## src/rtl/btn_debounce.sv

```systemverilog
// btn_debounce: per-channel synchronizer, debouncer and press/release/long-hold event tracker
module btn_debounce #(
  parameter int WIDTH       = 4,
  parameter int DB_CYCLES   = 1000000,
  parameter int HOLD_CYCLES = 50000000
) (
  input  logic             clk_i,
  input  logic             rst_ni,
  input  logic [WIDTH-1:0] btn_i,
  output logic [WIDTH-1:0] btn_o,
  output logic [WIDTH-1:0] press_o,
  output logic [WIDTH-1:0] release_o,
  output logic [WIDTH-1:0] hold_o,
  output logic             any_press_o
);
  localparam int DW = $clog2(DB_CYCLES + 1);
  localparam int HW = $clog2(HOLD_CYCLES);
  localparam logic [DW-1:0] DB_LAST = DW'(DB_CYCLES - 1);
  localparam logic [HW-1:0] HOLD_LAST = HW'(HOLD_CYCLES - 1);
  typedef enum logic [1:0] {RELEASED, PRESSED, HELD} state_t;
  logic [WIDTH-1:0] s1, s2, commit, rise, fall, fire;
  logic [DW-1:0] db_cnt [WIDTH];
  logic [HW-1:0] hold_cnt [WIDTH];
  state_t st [WIDTH];
  always_comb begin
    commit = '0;
    fire = '0;
    for (int i = 0; i < WIDTH; i++) begin
      commit[i] = (s2[i] != btn_o[i]) && (db_cnt[i] == DB_LAST);
      fire[i] = (st[i] == PRESSED) && !(commit[i] && !s2[i]) && (hold_cnt[i] == HOLD_LAST);
    end
    rise = commit & s2;
    fall = commit & ~s2;
  end
  always_ff @(posedge clk_i or negedge rst_ni) begin
    if (!rst_ni) begin
      s1 <= '0;
      s2 <= '0;
      btn_o <= '0;
      press_o <= '0;
      release_o <= '0;
      hold_o <= '0;
      any_press_o <= 1'b0;
      for (int i = 0; i < WIDTH; i++) begin
        db_cnt[i] <= '0;
        hold_cnt[i] <= '0;
        st[i] <= RELEASED;
      end
    end else begin
      s1 <= btn_i;
      s2 <= s1;
      btn_o <= btn_o ^ commit;
      press_o <= rise;
      release_o <= fall;
      hold_o <= fire;
      any_press_o <= |rise;
      for (int i = 0; i < WIDTH; i++) begin
        db_cnt[i] <= (s2[i] == btn_o[i] || commit[i]) ? '0 : db_cnt[i] + 1'b1;
        hold_cnt[i] <= rise[i] ? '0 : (st[i] == PRESSED && !fire[i]) ? hold_cnt[i] + 1'b1 : hold_cnt[i];
        st[i] <= fall[i] ? RELEASED : rise[i] ? PRESSED : fire[i] ? HELD : st[i];
      end
    end
  end
endmodule

```

## config.mk

```make
export PLATFORM = sky130hd
export DESIGN_NAME = btn_debounce
export DESIGN_NICKNAME = d
export VERILOG_FILES = /design/src/rtl/btn_debounce.sv
export SDC_FILE = /design/constraint.sdc
export NUM_CORES = 1
export LEC_CHECK = 0
export CORE_MARGIN = 3
export CORE_UTILIZATION = 45
export CTS_BUF_LIST = sky130_fd_sc_hd__clkbuf_8
export DETAILED_ROUTE_END_ITERATION = 7
export PLACE_DENSITY = 0.6
export SETUP_SLACK_MARGIN = 0.1
export SYNTH_ARGS = -nofsm -noshare
export SYNTH_HDL_FRONTEND = slang
export SYNTH_SLANG_ARGS = --single-unit
```

## constraint.sdc

```tcl
create_clock -name clk_i -period 4.2 [get_ports clk_i]
set_input_delay 0.42 -clock clk_i [delete_from_list [all_inputs] [get_ports clk_i]]
set_output_delay 0.42 -clock clk_i [all_outputs]
set_load 0.05 [all_outputs]
```

## Yosys cells after proc, flatten, opt, wreduce, memory -nomap -nowiden

Index checks and enable logic that the tools add are counted.

| word-level totals | value |
|---|---|
| word-level logic and storage cells | 120 |
| output and inout port bits | 17 |
| bits in registers | 217 |
| input bits | 6 |

| operators by class | value |
|---|---|
| reduce and logical (&&, ||, !) cells | 45 |
| mux-type cells | 24 |
| add/sub/neg operators | 8 |
| equal/unequal tests | 20 |
| bitwise logic cells | 4 |

Operator list:

| operator | number |
|---|---|
| 26-bit 2-to-1 mux | 8 |
| 26-bit by 1-bit adder with 26-bit output (second input constant) | 4 |
| 26-bit == test (second input constant) | 4 |
| 20-bit by 1-bit adder with 20-bit output (second input constant) | 4 |
| 20-bit == test (second input constant) | 4 |
| 20-bit 2-to-1 mux | 4 |
| 2-bit 2-to-1 mux | 12 |
| 1-bit logical AND | 20 |
| 1-bit zero test | 12 |
| 3-bit nonzero test | 4 |
| 4-bit bitwise AND | 2 |
| 2-bit by 1-bit == test with 1-bit output (second input constant) | 4 |
| 2-bit nonzero test | 4 |
| 1-bit == test | 4 |
| 1-bit logical OR | 4 |
| 1-bit inequality test | 4 |
| 4-bit NOT | 1 |
| 4-bit OR reduction | 1 |
| 4-bit bitwise XOR | 1 |

## Logic depth before layout (Yosys ltp)

Gate-level depths: netlist (run 1).

| depth | value |
|---|---|
| depth after elaboration | 10 |
| gate-level depth with buffers | 8 |

## Worst setup path after synthesis (run 1)

OpenSTA, ideal clock, no wires.

| timing path | value |
|---|---|
| path kind | register to register |
| start point | register db_cnt[6] (netlist name) |
| end point | register hold_cnt[6] (netlist name) |
| arrival time | 2.458 ns |
| path buffers | 1 |
| library setup time | 0.079 ns |
| stages on the path, launching flop included | 8 |
| period minus slack after synthesis | 2.537 ns |
| path slack | 1.663 ns |
| cells stage by stage | dfrtp_1 or4b_1 or4_4 nor4_4 o21ai_2 buf_6 or3_1 a21oi_1 |

| between the ends | value |
|---|---|
| cells in the longest elaborated chain, start to end | 9 |
| elaborated cells between the ends (all ways) | 11 |
| classes of those cells | eq/ne (1); mux (1); bitwise (1); reduce/logical (8) |

Ends and longest elaborated chain:

| what | RTL line | RTL |
|---|---|---|
| start, declared | 22 | `logic [DW-1:0] db_cnt [WIDTH];` |
| start signal, assigned by index | 58 | `db_cnt[i] <= (s2[i] == btn_o[i] \|\| commit[i]) ? '0 : db_cnt[i] + 1'b1;` |
| 20-bit == test (*) | 29 | `commit[i] = (s2[i] != btn_o[i]) && (db_cnt[i] == DB_LAST);` |
| 1-bit logical AND (*) | 29 |  |
| 1-bit logical AND | 30 | `fire[i] = (st[i] == PRESSED) && !(commit[i] && !s2[i]) && (hold_cnt[i] == HOLD_LAST);` |
| 1-bit zero test | 30 |  |
| 1-bit logical AND (2 in a row) | 30 |  |
| 1-bit zero test | 59 | `hold_cnt[i] <= rise[i] ? '0 : (st[i] == PRESSED && !fire[i]) ? hold_cnt[i] + 1'b1 : hold_cnt[i];` |
| 1-bit logical AND | 59 |  |
| 2-bit nonzero test (no source line) | n/a |  |
| end signal, assigned by index | 59 |  |
| end, declared | 23 | `logic [HW-1:0] hold_cnt [WIDTH];` |

Every way passes the cells marked *; elsewhere a longest branch is shown, timed or not.
A chain may end at the register's enable or synchronous reset.

## Worst setup path after layout (run 1)

| timing path | value |
|---|---|
| start point | register db_cnt[48] (netlist name) |
| end point | register hold_cnt[66] (netlist name) |

Same word-level chain as after synthesis.

==> results.ini, run 1 <==
[status]
outcome=completed

[layout]
final-seq-area_mm2=0.00543
nets=1171
design_area_mm2=0.0120
stdcell_count=1495
multi_input_area_mm2=0.00504
syn_to_final_growth_pct=12.9
layout-drive-gt1-share_pct=7.19
diodes=0
fillers=2178

[clock_tree]
cts-htree-levels=2
clock_path_buffers=3
clkLatencyLatePin_ps=520
cts_sinks=217
cts-buffers-inserted=41
cts_root_buf=clkbuf_8
post_cts_resize_count=0
cts_tree=yes
clk_pin_slew_ps=60

[setup_path]
critPathKind=reg2reg
cp_slowest_stage_delay_ps=680
cp-start-kind=register
crit_fanout=17
cp.arrival_ps=3160
reg2regPathDepth=6
cp_data_required_time_ps=4550
worst-path-buf-inv=0
crit_cells=6
cp_slowest_cell=or4b_2
worstSetupEndpointType=register
crit_family=simple AND/OR/NAND/NOR gates
crit_chain=or4b_2 -> or4_1 -> o311ai_4 -> nand4_1 -> xor2_1 -> nor2_1

[grt]
grt_remaining_overflow=0
grt_usage_pct=17.0
grt_max_degree=98
grt_pass1_vias=7769
grt_pass1_wl_mm=37.6
antenna_found_initial=0

[synth]
syn-cell-area_mm2=0.0107
async_reset_ff_share_pct=100
synth.area.top_cells=dfrtp_1, nor2_1, xor2_1
synth_edf_count=0
synth_fp_nets=1126
yosysSeqAreaShare_pct=51.0
synth_top_area_share_pct=51.0
synth-main-ff-cell=dfrtp_1
syn_area_per_cell_um2=9.58
ys_warn_count=0
ys_seq_elements=217
syn-instance-count=1112
yosys.area.top_type=dfrtp_1
synthDistinctLibCells=57

[floorplan]
start_util_pct=46.3
die_y_um=160
die_x_um=160
die_area_mm2=0.0256
io_pins=23
rows=55
coreArea_mm2=0.0230

[drt]
wl_per_cell_um=14.1
via_count=7928
first_iter_violations=462
postRouteWirelength_mm=21.1
viasPerCell=5.30
firstDrtPassIters=4
ant_nets=0
drcViolationCount=0

[placement]
hpwl_mm=13.8
port_buffers=22
gp_congestion=0.796
dpl_cell_area_mm2=0.0112
dp_cells=1426

[sta]
hold_violations=0
finalCriticalPeriod_ps=2800
finalCritPeriodShare_pct=66.8
slew_headroom_pct=20.9
rsz0062_at_grt=no
setup_violations=0
worst_slew_pin_slew_ps=1180
clock_skew_ps=19.8
slew_viol_final=0
whs_ps=341
max_freq_mhz=357
final.setup.tns_ps=0

[power_and_ir_drop]
power-per-cell-area_mw_per_mm2=345
p_leak_nw=5.23
peakVddDrop_mv=0.190

[flow_run]
cap_violations=0

[min_path]
worstHoldPathCells=1
hold_class=in2reg

report_power, final:
group	internal, mW	switching [mW]
Combinational	0.0204	0.0616
Sequential	2.11	0.0129
Clock	1.10	0.849
Total	3.22	0.923
cell usage in the layout (no fill, tap or decap), types with 4 or more instances in the layout:
cell type          n
nor2b_1            7
ha_1               8
clkbuf_8          52
nand4b_1           4
clkdlybuf4s50_1   21
nand4_1           44
buf_4              8
or4b_2             6
and4_1            12
and2_1             7
xor2_1            81
nand3_1           76
o211ai_1           6
nor4bb_1           5
or4_1             12
or2_2              6
o21ai_0           32
xnor2_1           66
and3_1            43
nand2_1           92
a21oi_1           26
dfrtp_1          217
inv_1             32
nor3_1            31
nor4_1            19
or3_1             22
nor2_1           190
nor4b_1            6
worst register-to-register path, cell delays in order, from the launching register on:
cell and delay [ps]:
dfrtp_1 420, or4b_2 680, or4_1 480, o311ai_4 640
nand4_1 210, xor2_1 160, nor2_1 50
registers in the layout (all words and copies together) (netlist names), named ones only:
signal,count
press_o,4
hold_cnt,104
any_press_o,1
s1,4
s2,4
release_o,4
hold_o,4
db_cnt,80
st,8
area by class of cell:
class	count	area share [%]
Clock buffer	52	5.95
Clock inverter	16	0.530
Inverter	20	0.624
Multi-Input combinational cell	845	41.9
Sequential cell	217	45.1
Tap cell	313	3.26
Timing Repair Buffer	32	2.62
synthesized netlist by cell type (3+ instances only):
library cell,instances
or3_1,22
o21ai_0,34
a21oi_1,26
nor3_1,32
nor4bb_1,5
buf_1,4
xor2_1,81
and3_1,43
dfrtp_1,217
nand4_1,44
and4_1,12
nor4b_1,6
or4_1,12
o311ai_1,3
nand3_1,76
nand2b_1,3
nor4_1,19
ha_1,8
nor2b_1,7
o31ai_1,3
nor2_1,190
clkbuf_1,24
or4b_2,6
and2_1,7
inv_1,19
nand2_1,92
or2_2,6
nand4b_1,4
xnor2_1,66
o211ai_1,6
repair_timing:
action	CTS	global route
endpoints found under the hold margin	95	0
setup buffers	0	0
setup endpoints to repair	0	0
hold buffers	1	0
layer usage:
| metal | wire [um] | global-route usage, % |
|---|---|---|
| met5 | 0 | 0 |
| met4 | 406 | 5.13 |
| met3 | 610 | 3.06 |
| met2 | 9270 | 25.9 |
| met1 | 10800 | 24.8 |
metrics by stage:
step | setup WS, ps | util [%] | total power [mW]
6_report | 1400 | 52.3 | 4.15
5_1_grt | 1150 | 52.3 | 4.35
4_1_cts | 1380 | 52.3 | 4.23
3_5_place_dp | 1370 | 48.9 | 2.24
3_3_place_gp | 1420 | 48.9 | 2.24
2_1_floorplan | 1660 | - | 2.18
final timing paths:
check	from	to	slack [ps]
max	db_cnt[48]	hold_cnt[66]	1400
min	btn_i[0]	s1[0]	340
max reg2reg	db_cnt[48]	hold_cnt[66]	1400
min reg2reg	s1[1]	s2[1]	350
max in group asynchronous	rst_ni	db_cnt[2]	2620
min in group asynchronous	rst_ni	hold_cnt[93]	530
cells by family after synthesis:
family | after synthesis | share of synthesized area, %
xor+xnor | 147 | 12.1
compound gates | 91 | 5.31
fa+ha+maj | 8 | 0.940
buf+inv | 50 | 1.84
simple gates | 599 | 28.8
flops | 217 | 51.0
(Power assumes the default switching activity.)
==> inputs of run 2 (changes only) <==
clock period = 2.8 ns   (was 4.2 ns; I/O delays follow)
==> results.ini, run 2 (synthesis results as in run 1) <==
[setup_path]
cp_slowest_cell=or4_4
critPathKind=reg2reg
cp_slowest_stage_delay_ps=550  ; -130 ps
crit_fanout=4  ; -13
crit_end=hold_cnt[5]
crit_family=simple AND/OR/NAND/NOR gates
rr_startpoint=db_cnt[12]
r2r_slack_ps=160  ; -1230 ps
worstSetupEndpointType=register
cp_data_required_time_ps=3220  ; -1330 ps
worst-path-buf-inv=1  ; +1
cp-start-kind=register
cp.arrival_ps=3060  ; -100 ps
setup.worst_path.start=db_cnt[12]
reg2regPathDepth=7  ; +1
crit_chain=or4b_1 -> or4_4 -> nor4_4 -> buf_4 -> o2111ai_1 -> or3_1 -> a21oi_1
crit_cells=7  ; +1
r2r_end=hold_cnt[5]

[sta]
finalCritPeriodShare_pct=94.2  ; +27 points
final.setup.tns_ps=0  ; unchanged
finalCriticalPeriod_ps=2640  ; -166 ps
setup_violations=0  ; unchanged
hold_violations=0  ; unchanged
clock_skew_ps=17.7  ; -2.07 ps
slew_viol_final=0  ; unchanged
setup_ws_ps=162  ; -1230 ps
max_freq_mhz=379  ; +6.3%
worst_slew_pin_slew_ps=663  ; -521 ps
rsz0062_at_grt=yes
slew_headroom_pct=55.8  ; +35 points

[clock_tree]
cts_tree=yes
cts-htree-levels=2  ; unchanged
clkLatencyLatePin_ps=520  ; about the same
cts-buffers-inserted=38  ; -7.3%
clock_path_buffers=3  ; unchanged
clk_pin_slew_ps=60  ; about the same
cts_sinks=217  ; unchanged
cts_root_buf=clkbuf_8

[drt]
first_iter_violations=583  ; +26%
viasPerCell=5.27  ; -0.60%
via_count=8086  ; +2.0%
ant_nets=0  ; unchanged
drcViolationCount=0  ; unchanged
firstDrtPassIters=6  ; +2
wl_per_cell_um=14.0  ; -1.1%
postRouteWirelength_mm=21.4  ; +1.5%

[min_path]
hold_class=in2reg

[layout]
design_area_mm2=0.0124  ; +3.4%
largest_reg_flops=104  ; unchanged
regMostFlops=hold_cnt
post-route-util_pct=54.1  ; +1.8 points
layout-drive-gt1-share_pct=11.1  ; +3.9 points
mostFrequentLayoutCells=dfrtp_1, nor2_1, nand2_1
diodes=0  ; unchanged
nets=1206  ; +3.0%
syn_to_final_growth_pct=16.8
top_regs=hold_cnt: 104 flops, db_cnt: 80 flops, st: 8 flops
stdcell_count=1534  ; +2.6%
layout_commonest_cell=dfrtp_1

[grt]
grt_pass1_wl_mm=38.1  ; +1.3%
grt_pass1_vias=8025  ; +3.3%
grt_max_degree=79  ; -19%
grt_usage_pct=17.1  ; +0.16 points
antenna_found_initial=0  ; unchanged
grt_remaining_overflow=0  ; unchanged

[floorplan]
die_y_um=160  ; unchanged
start_util_pct=46.3  ; unchanged
io_pins=23  ; unchanged
die_area_mm2=0.0256  ; unchanged
die_x_um=160  ; unchanged
rows=55  ; unchanged
coreArea_mm2=0.0230  ; unchanged

[placement]
dpl_cell_area_mm2=0.0115  ; +2.0%
dp_cells=1453  ; +1.9%
gp_congestion=0.820  ; +3.0%
hpwl_mm=14.1  ; +2.2%
dpl_worst_slack_ps=8.41  ; -1360 ps
port_buffers=22  ; unchanged

[status]
outcome=completed

[power_and_ir_drop]
p_leak_nw=5.45  ; +4.3%
power-per-cell-area_mw_per_mm2=509  ; +48%
peakVddDrop_mv=0.241  ; +26%

[flow_run]
cap_violations=0  ; unchanged

-- run 2: how the worst min path moves through the flow --
stage / from / to / slack [ps] / cells past startpoint
finish: btn_i[0] / s1[0] / 200 / 1
global route: btn_i[0] / s1[0] / 180 / 1
CTS: btn_i[0] / s1[0] / 170 / 1
detailed placement: rst_ni / hold_cnt[21] / 310 / 1
global placement: rst_ni / press_o[3] / 310 / 1
floorplan: rst_ni / async pin / -20 / 0
-- run 2: timing repair --
item                                    in CTS  in global routing
endpoints found under the setup margin      17                 22
setup buffers                                1                  9
cloned                                       0                  1
hold buffers                                 1                  0
hold endpoints to repair                    75                  0
pin swaps                                    1                  7
gates resized for setup                      0                 13
-- run 2: metal layers --
metal	vias up	global-route usage (%)	part of all wire [%]
met5	-	0	0
met4	0	4.62	1.7
met3	31	2.98	3.3
met2	100	26.8	44
met1	3892	24.8	51
li1	4063	-	-
-- run 2: cell type report --
type | instances | area, um2
fillers | 2127 | 10500
flip-flops and latches | 217 | 5430
multi-input cells | 846 | 5100
clock buffers | 49 | 674
repair buffers | 69 | 634
well taps | 313 | 392
clock inverters | 20 | 136
inverters | 20 | 75.1
-- run 2: where the power goes --
part	leakage, nW	switching [mW]	internal, mW
clock	0.467	1.27	1.76
combinational	1.98	0.0943	0.0344
sequential	3.00	0.0196	3.16
-- run 2: through the flow --
| stage | hold WS [ps] | power, mW |
|---|---|---|
| finish | 201 | 6.33 |
| global route | 175 | 6.63 |
| CTS | 167 | 6.46 |
| detailed placement | 306 | 3.37 |
| global placement | 306 | 3.37 |
| floorplan | -15.6 | 3.27 |
==> inputs of run 3 (changes only) <==
CORE_ASPECT_RATIO = 0.9   (was not set)
==> results.ini, run 3 (synthesis results as in run 1) <==
[status]
outcome=completed

[clock_tree]
cts_sinks=217  ; unchanged
clk_pin_slew_ps=60  ; about the same
cts_root_buf=clkbuf_8
clock_path_buffers=3  ; unchanged
cts-buffers-inserted=37  ; -2.6%
cts_tree=yes
cts-htree-levels=2  ; unchanged
clkLatencyLatePin_ps=520  ; about the same

[floorplan]
start_util_pct=46.5  ; +0.17 points
die_area_mm2=0.0256  ; about the same
die_x_um=168  ; +5.2%
rows=52  ; -5.5%
coreArea_mm2=0.0229  ; -0.36%
die_y_um=152  ; -4.9%
io_pins=23  ; unchanged

[layout]
layout_commonest_cell=dfrtp_1
syn_to_final_growth_pct=15.0
diodes=0  ; unchanged
top_regs=hold_cnt: 104 flops, db_cnt: 80 flops, st: 8 flops
post-route-util_pct=53.5  ; -0.65 points
layout-drive-gt1-share_pct=10.0  ; -1.0 points
nets=1196  ; -0.83%
regMostFlops=hold_cnt
mostFrequentLayoutCells=dfrtp_1, nor2_1, nand2_1
largest_reg_flops=104  ; unchanged

[grt]
grt_usage_pct=17.0  ; -0.16 points
grt_pass1_vias=7724  ; -3.8%
grt_remaining_overflow=0  ; unchanged
grt_max_degree=88  ; +11%
antenna_found_initial=0  ; unchanged
grt_pass1_wl_mm=37.4  ; -1.7%

[sta]
finalCriticalPeriod_ps=2780  ; +145 ps
whs_ps=203  ; +2.16 ps
hold_violations=0  ; unchanged
slew_viol_final=0  ; unchanged
rsz0062_at_grt=yes
setup_violations=0  ; unchanged
finalCritPeriodShare_pct=99.4  ; +5.2 points
slew_headroom_pct=54.4  ; -1.4 points
clock_skew_ps=12.3  ; -5.43 ps
worst_slew_pin_slew_ps=682  ; +19.4 ps
max_freq_mhz=359  ; -5.2%

[min_path]
min_to=s1[2]
hold_class=in2reg
hp-start=btn_i[2]
worstHoldPathCells=1  ; unchanged

[drt]
first_iter_violations=386  ; -34%
via_count=7984  ; -1.3%
ant_nets=0  ; unchanged
drcViolationCount=0  ; unchanged
viasPerCell=5.31  ; +0.78%
firstDrtPassIters=5  ; -1
postRouteWirelength_mm=21.6  ; +0.67%
wl_per_cell_um=14.4  ; +2.7%

[setup_path]
r2r_end=hold_cnt[5]
cp.arrival_ps=3230  ; +170 ps
cp_data_required_time_ps=3250  ; +30 ps
worstSetupEndpointType=register
r2r_slack_ps=20  ; -140 ps
rr_startpoint=db_cnt[12]
reg2regPathDepth=7  ; unchanged
critPathKind=reg2reg
cp-start-kind=register
crit_fanout=5  ; +1

[placement]
hpwl_mm=14.1  ; -0.19%
port_buffers=22  ; unchanged
gp_congestion=0.820  ; about the same

[power_and_ir_drop]
peakVddDrop_mv=0.346  ; +44%
power-per-cell-area_mw_per_mm2=499  ; -1.9%
p_leak_nw=5.35  ; -1.9%

[flow_run]
cap_violations=0  ; unchanged

==> run 3: per-stage QoR <==
step | setup slack (ps) | cell area [um2] | instances | power, mW | TNS, ps
final | 17.0 | 12300 | 1503 | 6.11 | 0
after global routing | -57.5 | 12300 | 1503 | 6.39 | -118
after CTS | 119 | 12100 | 1494 | 6.24 | 0
after detailed placement | 134 | 11400 | 1430 | 3.37 | 0
after global placement | 182 | 11400 | 1430 | 3.36 | 0
after floorplan | 263 | 10700 | 1112 | 3.27 | 0
==> run 3: final cells by class <==
cell class / instances / area [um2]
fillers: 2105 / 10700
flip-flops and latches: 217 / 5430
multi-input cells: 846 / 5090
clock buffers: 49 / 674
repair buffers: 60 / 546
well taps: 297 / 372
inverters: 20 / 75.1
clock inverters: 14 / 60.1
==> run 3: worst max path at each step <==
| stage | start | to | slack [ps] | depth (start not counted) |
|---|---|---|---|---|
| after CTS | db_cnt[8] | hold_cnt[16] | 120 | 6 |
| after detailed placement | db_cnt[8] | hold_cnt[16] | 130 | 6 |
| after floorplan | db_cnt[6] | hold_cnt[6] | 260 | 7 |
| after global placement | db_cnt[8] | hold_cnt[10] | 180 | 6 |
| after global routing | db_cnt[12] | hold_cnt[9] | -60 | 7 |
| final | db_cnt[12] | hold_cnt[5] | 20 | 7 |
==> run 3: repair_timing <==
item / in CTS / in global routing
hold buffers: 1 / 0
endpoints found under the setup margin: 0 / 23
hold endpoints to repair: 85 / 0
setup buffers: 0 / 8
gates resized for setup: 0 / 16
==> run 3: worst max-delay path, cell delays in order (launching register included) <==
cell,delay [ps]
dfrtp_1,420
or4b_4,530
or4_4,560
nor4_4,420
buf_4,180
o2111ai_2,100
or3_1,380
a21oi_1,120
==> run 3: power by group <==
group / switching [mW] / internal (mW) / leakage [nW]
logic: 0.0945 / 0.0334 / 1.93
registers: 0.0190 / 3.16 / 3.00
clock network: 1.25 / 1.55 / 0.417
total: 1.37 / 4.74 / 5.35
==> run 3: metal layers <==
layer / up-vias / GRT usage, % / wire, um
li1: 4026 / - / -
met1: 3829 / 25.7 / 11300
met2: 95 / 25.0 / 9140
met3: 34 / 3.25 / 717
met4: 0 / 4.60 / 380
met5: - / 0 / 0
